===== src/rtl/ssp_cmd_master_if.sv =====
// Command, response and SSP frame signals between ssp_cmd_master and its neighbours.
// The master modport is the ssp_cmd_master side; slave is the environment side.
interface ssp_cmd_master_if;
   localparam int unsigned RA_W = 3;
   localparam int unsigned D_W  = 12;

   logic            cmd_valid;
   logic            cmd_ready;
   logic [RA_W-1:0] cmd_ra;
   logic            cmd_wnr;
   logic [D_W-1:0]  cmd_di;

   logic            rsp_valid;
   logic            rsp_ready;
   logic [RA_W-1:0] rsp_ra;
   logic [D_W-1:0]  rsp_do;

   logic            SSP_SSEL;
   logic [RA_W-1:0] SSP_RA;
   logic            SSP_WnR;
   logic [D_W-1:0]  SSP_DI;
   logic            SSP_EOC;
   logic [D_W-1:0]  SSP_DO;

   modport master (
      input  cmd_valid, cmd_ra, cmd_wnr, cmd_di, rsp_ready, SSP_DO,
      output cmd_ready, rsp_valid, rsp_ra, rsp_do,
             SSP_SSEL, SSP_RA, SSP_WnR, SSP_DI, SSP_EOC
   );

   modport slave (
      output cmd_valid, cmd_ra, cmd_wnr, cmd_di, rsp_ready, SSP_DO,
      input  cmd_ready, rsp_valid, rsp_ra, rsp_do,
             SSP_SSEL, SSP_RA, SSP_WnR, SSP_DI, SSP_EOC
   );
endinterface


===== src/rtl/ssp_cmd_master.sv =====
// SSP bus master for ssp_uart: queues register-access commands and plays each one
// out as an SSEL/EOC frame, returning captured read data on a response channel.
module ssp_cmd_master #(
   parameter  int unsigned FIFO_DEPTH = 4,
   parameter  int unsigned SETUP_CYC  = 1,
   parameter  int unsigned GAP_CYC    = 1,
   localparam int unsigned CW         = $clog2(FIFO_DEPTH) + 1
) (
   input  logic             Clk,
   input  logic             Rst,
   ssp_cmd_master_if.master bus,
   output logic             busy,
   output logic [CW-1:0]    fifo_count
);
   localparam int unsigned AW   = $clog2(FIFO_DEPTH);
   localparam int unsigned SW   = (SETUP_CYC > 1) ? $clog2(SETUP_CYC) : 1;
   localparam int unsigned GW   = (GAP_CYC > 1) ? $clog2(GAP_CYC) : 1;
   localparam int unsigned RA_W = 3;
   localparam int unsigned D_W  = 12;

   typedef struct packed {
      logic [RA_W-1:0] ra;
      logic            wnr;
      logic [D_W-1:0]  di;
   } cmd_t;

   typedef enum logic [1:0] {S_IDLE, S_SETUP, S_XFER, S_GAP} state_t;

   state_t          state;
   cmd_t            mem [FIFO_DEPTH];
   logic [AW-1:0]   wr_ptr;
   logic [AW-1:0]   rd_ptr;
   logic [CW-1:0]   count;
   logic            head_vld;
   logic [SW-1:0]   setup_cnt;
   logic [GW-1:0]   gap_cnt;

   logic            ssel;
   logic            eoc;
   logic [RA_W-1:0] ra;
   logic            wnr;
   logic [D_W-1:0]  di;

   logic            rsp_valid;
   logic [RA_W-1:0] rsp_ra;
   logic [D_W-1:0]  rsp_do;

   cmd_t            head;
   logic            full;
   logic            cmd_ready;
   logic            push;
   logic            pop;

   // Full is judged on the current count, so a same-cycle pop never frees a slot early.
   assign full      = (count == CW'(FIFO_DEPTH));
   assign cmd_ready = Rst && !full;
   assign push      = bus.cmd_valid && cmd_ready;
   assign head      = mem[rd_ptr];

   // A read at the head waits for the response slot; writes always proceed.
   assign pop = (state == S_IDLE) && head_vld && (head.wnr || !rsp_valid);

   // Command storage; entries are only meaningful between the pointers.
   always_ff @(posedge Clk) begin
      if (push) begin
         mem[wr_ptr] <= '{ra: bus.cmd_ra, wnr: bus.cmd_wnr, di: bus.cmd_di};
      end
   end

   // Pointers, occupancy, frame sequencer and response register.
   always_ff @(posedge Clk) begin
      if (!Rst) begin
         state     <= S_IDLE;
         wr_ptr    <= '0;
         rd_ptr    <= '0;
         count     <= '0;
         head_vld  <= 1'b0;
         setup_cnt <= '0;
         gap_cnt   <= '0;
         ssel      <= 1'b0;
         eoc       <= 1'b0;
         ra        <= '0;
         wnr       <= 1'b0;
         di        <= '0;
         rsp_valid <= 1'b0;
         rsp_ra    <= '0;
         rsp_do    <= '0;
      end else begin
         if (push) begin
            wr_ptr <= wr_ptr + AW'(1);
         end
         if (pop) begin
            rd_ptr <= rd_ptr + AW'(1);
         end
         count <= count + CW'(push) - CW'(pop);

         // Non-empty as seen one cycle late: a new entry is issued from the cycle after it
         // lands. Pops are at least three cycles apart, so the lag never over-reports.
         head_vld <= (count != '0);

         if (rsp_valid && bus.rsp_ready) begin
            rsp_valid <= 1'b0;
         end

         case (state)
            S_IDLE: begin
               ssel <= 1'b0;
               eoc  <= 1'b0;
               if (pop) begin
                  ra        <= head.ra;
                  wnr       <= head.wnr;
                  di        <= head.wnr ? head.di : '0;
                  ssel      <= 1'b1;
                  setup_cnt <= '0;
                  state     <= S_SETUP;
               end
            end

            S_SETUP: begin
               if (setup_cnt == SW'(SETUP_CYC - 1)) begin
                  eoc   <= 1'b1;
                  state <= S_XFER;
               end else begin
                  setup_cnt <= setup_cnt + SW'(1);
               end
            end

            S_XFER: begin
               eoc  <= 1'b0;
               ssel <= 1'b0;
               if (!wnr) begin
                  rsp_do    <= bus.SSP_DO;
                  rsp_ra    <= ra;
                  rsp_valid <= 1'b1;
               end
               if (GAP_CYC != 0) begin
                  gap_cnt <= '0;
                  state   <= S_GAP;
               end else begin
                  state <= S_IDLE;
               end
            end

            S_GAP: begin
               if (gap_cnt == GW'(GAP_CYC - 1)) begin
                  state <= S_IDLE;
               end else begin
                  gap_cnt <= gap_cnt + GW'(1);
               end
            end

            default: begin
               state <= S_IDLE;
            end
         endcase
      end
   end

   assign bus.cmd_ready = cmd_ready;
   assign bus.rsp_valid = rsp_valid;
   assign bus.rsp_ra    = rsp_ra;
   assign bus.rsp_do    = rsp_do;
   assign bus.SSP_SSEL  = ssel;
   assign bus.SSP_RA    = ra;
   assign bus.SSP_WnR   = wnr;
   assign bus.SSP_DI    = di;
   assign bus.SSP_EOC   = eoc;

   assign fifo_count = count;
   assign busy       = (state != S_IDLE) || (count != '0);
endmodule


===== src/flat_wrapper.sv =====
// flat-port wrapper written by rule: the top's interface ports become plain ports
module ssp_cmd_master_flat 
#(
   parameter  int unsigned FIFO_DEPTH = 4,
   parameter  int unsigned SETUP_CYC  = 1,
   parameter  int unsigned GAP_CYC    = 1,
   localparam int unsigned CW         = $clog2(FIFO_DEPTH) + 1
)
  (Clk, Rst, busy, fifo_count, bus_cmd_valid, bus_cmd_ra, bus_cmd_wnr, bus_cmd_di, bus_rsp_ready, bus_SSP_DO, bus_cmd_ready, bus_rsp_valid, bus_rsp_ra, bus_rsp_do, bus_SSP_SSEL, bus_SSP_RA, bus_SSP_WnR, bus_SSP_DI, bus_SSP_EOC);
  ssp_cmd_master_if bus_i ();
  input  logic Clk;
  input  logic Rst;
  output logic busy;
  output logic [CW-1:0] fifo_count;
  input wire logic [$bits(bus_i.cmd_valid)-1:0] bus_cmd_valid;
  input wire logic [$bits(bus_i.cmd_ra)-1:0] bus_cmd_ra;
  input wire logic [$bits(bus_i.cmd_wnr)-1:0] bus_cmd_wnr;
  input wire logic [$bits(bus_i.cmd_di)-1:0] bus_cmd_di;
  input wire logic [$bits(bus_i.rsp_ready)-1:0] bus_rsp_ready;
  input wire logic [$bits(bus_i.SSP_DO)-1:0] bus_SSP_DO;
  output wire logic [$bits(bus_i.cmd_ready)-1:0] bus_cmd_ready;
  output wire logic [$bits(bus_i.rsp_valid)-1:0] bus_rsp_valid;
  output wire logic [$bits(bus_i.rsp_ra)-1:0] bus_rsp_ra;
  output wire logic [$bits(bus_i.rsp_do)-1:0] bus_rsp_do;
  output wire logic [$bits(bus_i.SSP_SSEL)-1:0] bus_SSP_SSEL;
  output wire logic [$bits(bus_i.SSP_RA)-1:0] bus_SSP_RA;
  output wire logic [$bits(bus_i.SSP_WnR)-1:0] bus_SSP_WnR;
  output wire logic [$bits(bus_i.SSP_DI)-1:0] bus_SSP_DI;
  output wire logic [$bits(bus_i.SSP_EOC)-1:0] bus_SSP_EOC;
  assign bus_i.cmd_valid = bus_cmd_valid;
  assign bus_i.cmd_ra = bus_cmd_ra;
  assign bus_i.cmd_wnr = bus_cmd_wnr;
  assign bus_i.cmd_di = bus_cmd_di;
  assign bus_i.rsp_ready = bus_rsp_ready;
  assign bus_i.SSP_DO = bus_SSP_DO;
  assign bus_cmd_ready = bus_i.cmd_ready;
  assign bus_rsp_valid = bus_i.rsp_valid;
  assign bus_rsp_ra = bus_i.rsp_ra;
  assign bus_rsp_do = bus_i.rsp_do;
  assign bus_SSP_SSEL = bus_i.SSP_SSEL;
  assign bus_SSP_RA = bus_i.SSP_RA;
  assign bus_SSP_WnR = bus_i.SSP_WnR;
  assign bus_SSP_DI = bus_i.SSP_DI;
  assign bus_SSP_EOC = bus_i.SSP_EOC;
  ssp_cmd_master #(.FIFO_DEPTH(FIFO_DEPTH), .SETUP_CYC(SETUP_CYC), .GAP_CYC(GAP_CYC)) u_core (.Clk(Clk), .Rst(Rst), .bus(bus_i), .busy(busy), .fifo_count(fifo_count));
endmodule

===== config.mk =====
export PLATFORM = sky130hd
export DESIGN_NAME = ssp_cmd_master_flat
export DESIGN_NICKNAME = d
export VERILOG_FILES = /design/src/rtl/ssp_cmd_master_if.sv /design/src/rtl/ssp_cmd_master.sv /design/src/flat_wrapper.sv
export SDC_FILE = /design/constraint.sdc
export NUM_CORES = 1
export LEC_CHECK = 0
export BUFFER_PORTS_ARGS = -buffer_cell sky130_fd_sc_hd__buf_2
export CAP_MARGIN = 10
export CORE_MARGIN = 3
export CORE_UTILIZATION = 45
export DETAILED_ROUTE_END_ITERATION = 6
export PLACE_DENSITY = 0.78
export RECOVER_POWER = 50
export SYNTH_ARGS = -nofsm -noshare
export SYNTH_HDL_FRONTEND = slang
export SYNTH_SLANG_ARGS = --single-unit

===== constraint.sdc =====
create_clock -name Clk -period 6.68 [get_ports Clk]
set_input_delay 1.67 -clock Clk [delete_from_list [all_inputs] [get_ports Clk]]
set_output_delay 1.67 -clock Clk [all_outputs]
set_load 0.02 [all_outputs]

After elaboration in Yosys (flattened, before gate mapping)
Memory sizes are Yosys's and may differ from the RTL's. A register that Yosys moved wholly into a read port is not among the register bits.
Index checks and enable logic that the tools add are counted.
{"block": "word_totals", "ff_bits": 46, "mem_bits_rw": 64, "in_bits": 32, "out_inout_bits": 39, "n_memories": 1}
{"name": "u_core.mem", "words": 4, "word_bits": 16, "read_ports": 1, "rd_ports_with_merged_regs": 1, "wr": 1, "line_no": "ssp_cmd_master.sv:30", "rtl": "cmd_t mem [FIFO_DEPTH];"}
{"block": "classes", "n_addsub": 6, "n_eq_ne": 7, "n_mux": 21, "bitwise": 1, "reduce_logical": 22}
{"operator": "$mux W12", "count": 1}
{"operator": "$mux W1", "count": 10}
{"operator": "$mux W2", "count": 5}
{"operator": "$reduce_bool A2 Y1", "count": 5}
{"operator": "$pmux W1 S2", "count": 4}
{"operator": "$pmux W2 S4", "count": 1}
{"operator": "$reduce_and A2 Y1", "count": 4}
{"operator": "$logic_and A1 B1 Y1", "count": 5}
{"operator": "$add A2 B1 Y2 const B", "count": 2}
{"operator": "$eq A2 B2 Y1 const B", "count": 2}
{"operator": "$ne A2 B2 Y1 const B", "count": 2}
{"operator": "$add A3 B1 Y3", "count": 1}
{"operator": "$eq A3 B3 Y1 const B", "count": 1}
{"operator": "$reduce_and A3 Y1", "count": 1}
{"operator": "$reduce_bool A3 Y1", "count": 1}
{"operator": "$sub A3 B1 Y3", "count": 1}
{"operator": "$add A1 B1 Y1 const B", "count": 2}
{"operator": "$eq A2 B1 Y1 const B", "count": 1}
{"operator": "$logic_not A1 Y1", "count": 2}
{"operator": "$logic_not A2 Y1", "count": 1}
{"operator": "$logic_or A1 B1 Y1", "count": 2}
{"operator": "$ne A2 B1 Y1 const B", "count": 1}
{"operator": "$reduce_or A2 Y1", "count": 1}
{"operator": "$not A1 Y1", "count": 1}

Longest topological paths before layout
{"block": "depth", "word_depth": 6, "ltp_mapped": 13, "mapped_depth_nobuf": 11}

Worst setup path after synthesis
No wires, ideal clock.
{"block": "synth_timing", "path_type": "in2out", "start": "input Rst", "end": "output bus_cmd_ready", "arrival_ps": 2470, "required_ps": 5010, "slack_ps": 2540, "cell_stages": 3, "n_path_buf": 2, "path_cell_list": "clkbuf_1 > clkbuf_1 > and2_1"}
{"block": "synth_via", "elab_chain_len": 1}
{"item": "from (decl)", "line_no": "flat_wrapper.sv:12", "rtl": "input logic Rst;"}
{"item": "$logic_and A1 B1 Y1", "line_no": "ssp_cmd_master.sv:56", "rtl": "assign cmd_ready = Rst && !full;"}
{"item": "to (decl)", "line_no": "flat_wrapper.sv:21", "rtl": "output wire logic [$bits(bus_i.cmd_ready)-1:0] bus_cmd_ready;"}
Every way passes these cells.

Worst setup path in the final report
Ends and elaborated chain as after synthesis.

==> flow_summary_export.csv <==
group,metric,value,unit
floorplan,die_x,103,um
clock_network,cts_num_sinks,110,
clock_network,cts_htree_levels,3,
grt,grt_overflow,0,
yosys,syn_area_per_cell,14.7,um2
clock_network,cts_buffers,9,
layout,final_area,0.00481,mm2
route,routedWlPerCell,16.3,um
layout,areaGrowthSynthToFinish,13.3,%
sta,hold_violations,0,
grt,grt_max_degree,35,
floorplan,rows,34,
layout,nets,397,
worst_setup_path,start_kind,"primary input",
clock_network,post_cts_buffers,0,
floorplan,dieArea,0.0106,mm2
clock_network,cts_resized,0,
layout,drive_gt1_share,19.7,%
floorplan,die_y,103,um
sta,setup_tns,0,ps
yosys,yosys_warnings,0,
worst_setup_path,worstPathRequired,5010,ps
route,drt_iter0_drc,87,
place,dp_hpwl,5100,um
grt,grt_pass1_wl,11700,um
sta,finalMaxSlewViolations,0,
yosys,ys_ff_latch,110,
floorplan,initial_core_util,47.5,%
yosys,ys_seq_area_share,67.0,%
clock_network,postCtsHoldBufs,0,
power,p_leak,1.72,nW
worst_setup_path,cp_max_fo,34,
clock_network,root_buffer,"clkbuf_8",
route,ant_nets,0,
yosys,syn_nets,331,
layout,final_cell_mix,"edfxtp_1, nand2_1, dfxtp_1, clkbuf_1, buf_2",
clock_network,cts_tree,"yes",
worst_setup_path,critical_path.endpoint_type,"output pin",
sta,fin_worst_skew,21.0,ps
power,powerDensity,358,mW/mm2
place,gp_congestion,0.714,
place,placed_area,0.00464,mm2
yosys,yosys.cell_types.count,34,
grt,grtUsageTotal,14.7,%
grt,first_global_vias,2369,
worst_hold_path,hold_class,"flip-flop to flip-flop",
yosys,netlist_area,0.00424,mm2
power,ir_worst_vdd,0.154,mV
clock_network,clk_latency,370,ps
clock_network,cts_buffer_depth,2,
worst_setup_path,cp.arrival,3170,ps
route,dr.pass1.iters,4,
sta,setup_viol,0,
clock_network,clk_pin_slew,110,ps
sta,maxSlewHeadroom,1.32,%
route,drt-total-wl,7640,um
flow_run,drv_cap,0,
layout,final_common_cell,"edfxtp_1",
sta,fin_crit_sh,72.4,%
route,drc,0,
place,portBuffers,70,
yosys,synthCells,289,
route,vias,2482,
worst_setup_path,critPathKind,"primary input to output pin",
sta,worstMarginPinSlew,1480,ps
floorplan,num_io_pins,71,
grt,antenna_found_initial,0,
outcome,status,"finished, final reports clean",
route,viasPerCell,5.30,
sta,rsz0062_at_grt,"false",
sta,fmax,207,MHz
floorplan,core_area,0.00893,mm2
layout,antenna-diode-count,0,
sta,fin_crit,4840,ps
[synth_stat cells]
| cell type | n | area, um2 |
|---|---|---|
| a211oi_1 | 1 | 7.51 |
| a21oi_1 | 19 | 95.1 |
| a31o_2 | 1 | 8.76 |
| a32o_1 | 12 | 120 |
| and2_1 | 8 | 50.1 |
| and3_1 | 2 | 12.5 |
| and3_4 | 1 | 11.3 |
| buf_2 | 1 | 5.00 |
| buf_4 | 1 | 7.51 |
| buf_6 | 5 | 56.3 |
| clkbuf_1 | 10 | 37.5 |
| dfxtp_1 | 46 | 921 |
| edfxtp_1 | 64 | 1920 |
| fa_1 | 1 | 20.0 |
| ha_1 | 9 | 113 |
| inv_1 | 7 | 26.3 |
| mux2_2 | 1 | 11.3 |
| mux2_4 | 1 | 15.0 |
| mux2i_1 | 10 | 100 |
| mux4_2 | 16 | 360 |
| nand2_1 | 46 | 173 |
| nand2b_1 | 7 | 43.8 |
| nand3_1 | 1 | 5.00 |
| nand3b_1 | 1 | 7.51 |
| nand4_1 | 1 | 6.26 |
| nor2_1 | 5 | 18.8 |
| nor2b_1 | 1 | 6.26 |
| nor3_1 | 3 | 15.0 |
| o21ai_0 | 2 | 10.0 |
| o221ai_1 | 2 | 17.5 |
| o221ai_2 | 1 | 15.0 |
| or3b_1 | 1 | 8.76 |
| xnor2_1 | 1 | 8.76 |
| xor2_1 | 1 | 8.76 |
[cell type report]
cell class	instances	area, um2
clock buffers	9	124
fillers	743	4130
clock inverters	7	96.3
inverters	7	26.3
well taps	108	135
multi-input cells	155	1260
flip-flops and latches	110	2840
repair buffers	72	319
[sequential cells by signal (all words and copies together) (netlist names), named ones only]
register and flops:
u_core.bus.SSP_EOC 1, u_core.head_vld 1, u_core.state 2, u_core.bus.SSP_WnR 1, u_core.rd_ptr 2, u_core.mem 64
u_core.bus.SSP_SSEL 1, u_core.bus.rsp_valid 1, u_core.bus.SSP_DI 12, u_core.fifo_count 3, u_core.bus.rsp_ra 3, u_core.wr_ptr 2
u_core.bus.rsp_do 12, u_core.bus.SSP_RA 3
[kinds of logic after synthesis]
family / count (synthesis) / share of synthesized area [%]
DFF: 110 / 67.0
and+or+nand+nor: 77 / 8.43
AOI/OAI and AO/OA: 38 / 6.46
muxes: 28 / 11.5
buffers and inverters: 24 / 3.13
adders and majority gates: 10 / 3.13
xor gates and xnor gates: 2 / 0.413
[worst max-delay path: stages]
cell	delay [ps]
clkbuf_1	1050
and2_1	270
buf_2	170
[where the power goes]
part           total, mW  leakage, nW  internal, mW  switching (mW)
registers          0.849        0.954         0.796          0.0527
logic              0.454        0.655         0.186           0.268
clock network      0.417        0.110         0.159           0.258
total               1.72         1.72          1.14           0.579
[stage by stage]
stage / total power, mW / util, % / hold slack [ps] / instances / worst slack, ps
detailed placement: 1.33 / 51.9 / 446 / 452 / 2450
finish: 1.72 / 53.8 / 461 / 468 / 1840
CTS: 1.75 / 54.4 / 462 / 468 / 2460
global route: 1.82 / 53.8 / 476 / 468 / 1740
floorplan: 1.21 / - / 456 / 289 / 2540
global placement: 1.31 / 51.9 / 438 / 452 / 2510
[path summary, 6_finish.rpt]
| check | startpoint | end | slack (ps) | depth (start not counted) |
|---|---|---|---|---|
| worst min-delay path | u_core.bus.rsp_do[7]$_SDFFE_PN0P_ | u_core.bus.rsp_do[7]$_SDFFE_PN0P_ | 460 | 2 |
| worst min register to register | u_core.bus.rsp_do[7]$_SDFFE_PN0P_ | u_core.bus.rsp_do[7]$_SDFFE_PN0P_ | 460 | 2 |
| worst max-delay path | Rst | bus_cmd_ready | 1840 | 3 |
| worst max register to register | flip-flop | u_core.fifo_count[2]$_SDFF_PN0_ | 3530 | 10 |
[routing by layer]
metal	wire, um	track usage (%)	share of wire [%]	vias up
li1	-	-	-	1198
met1	3280	17.8	43	1209
met2	3870	25.8	51	66
met3	366	3.52	4.8	9
met4	119	5.38	1.6	0
met5	0	0	0	-
(Power assumes the default switching activity.)
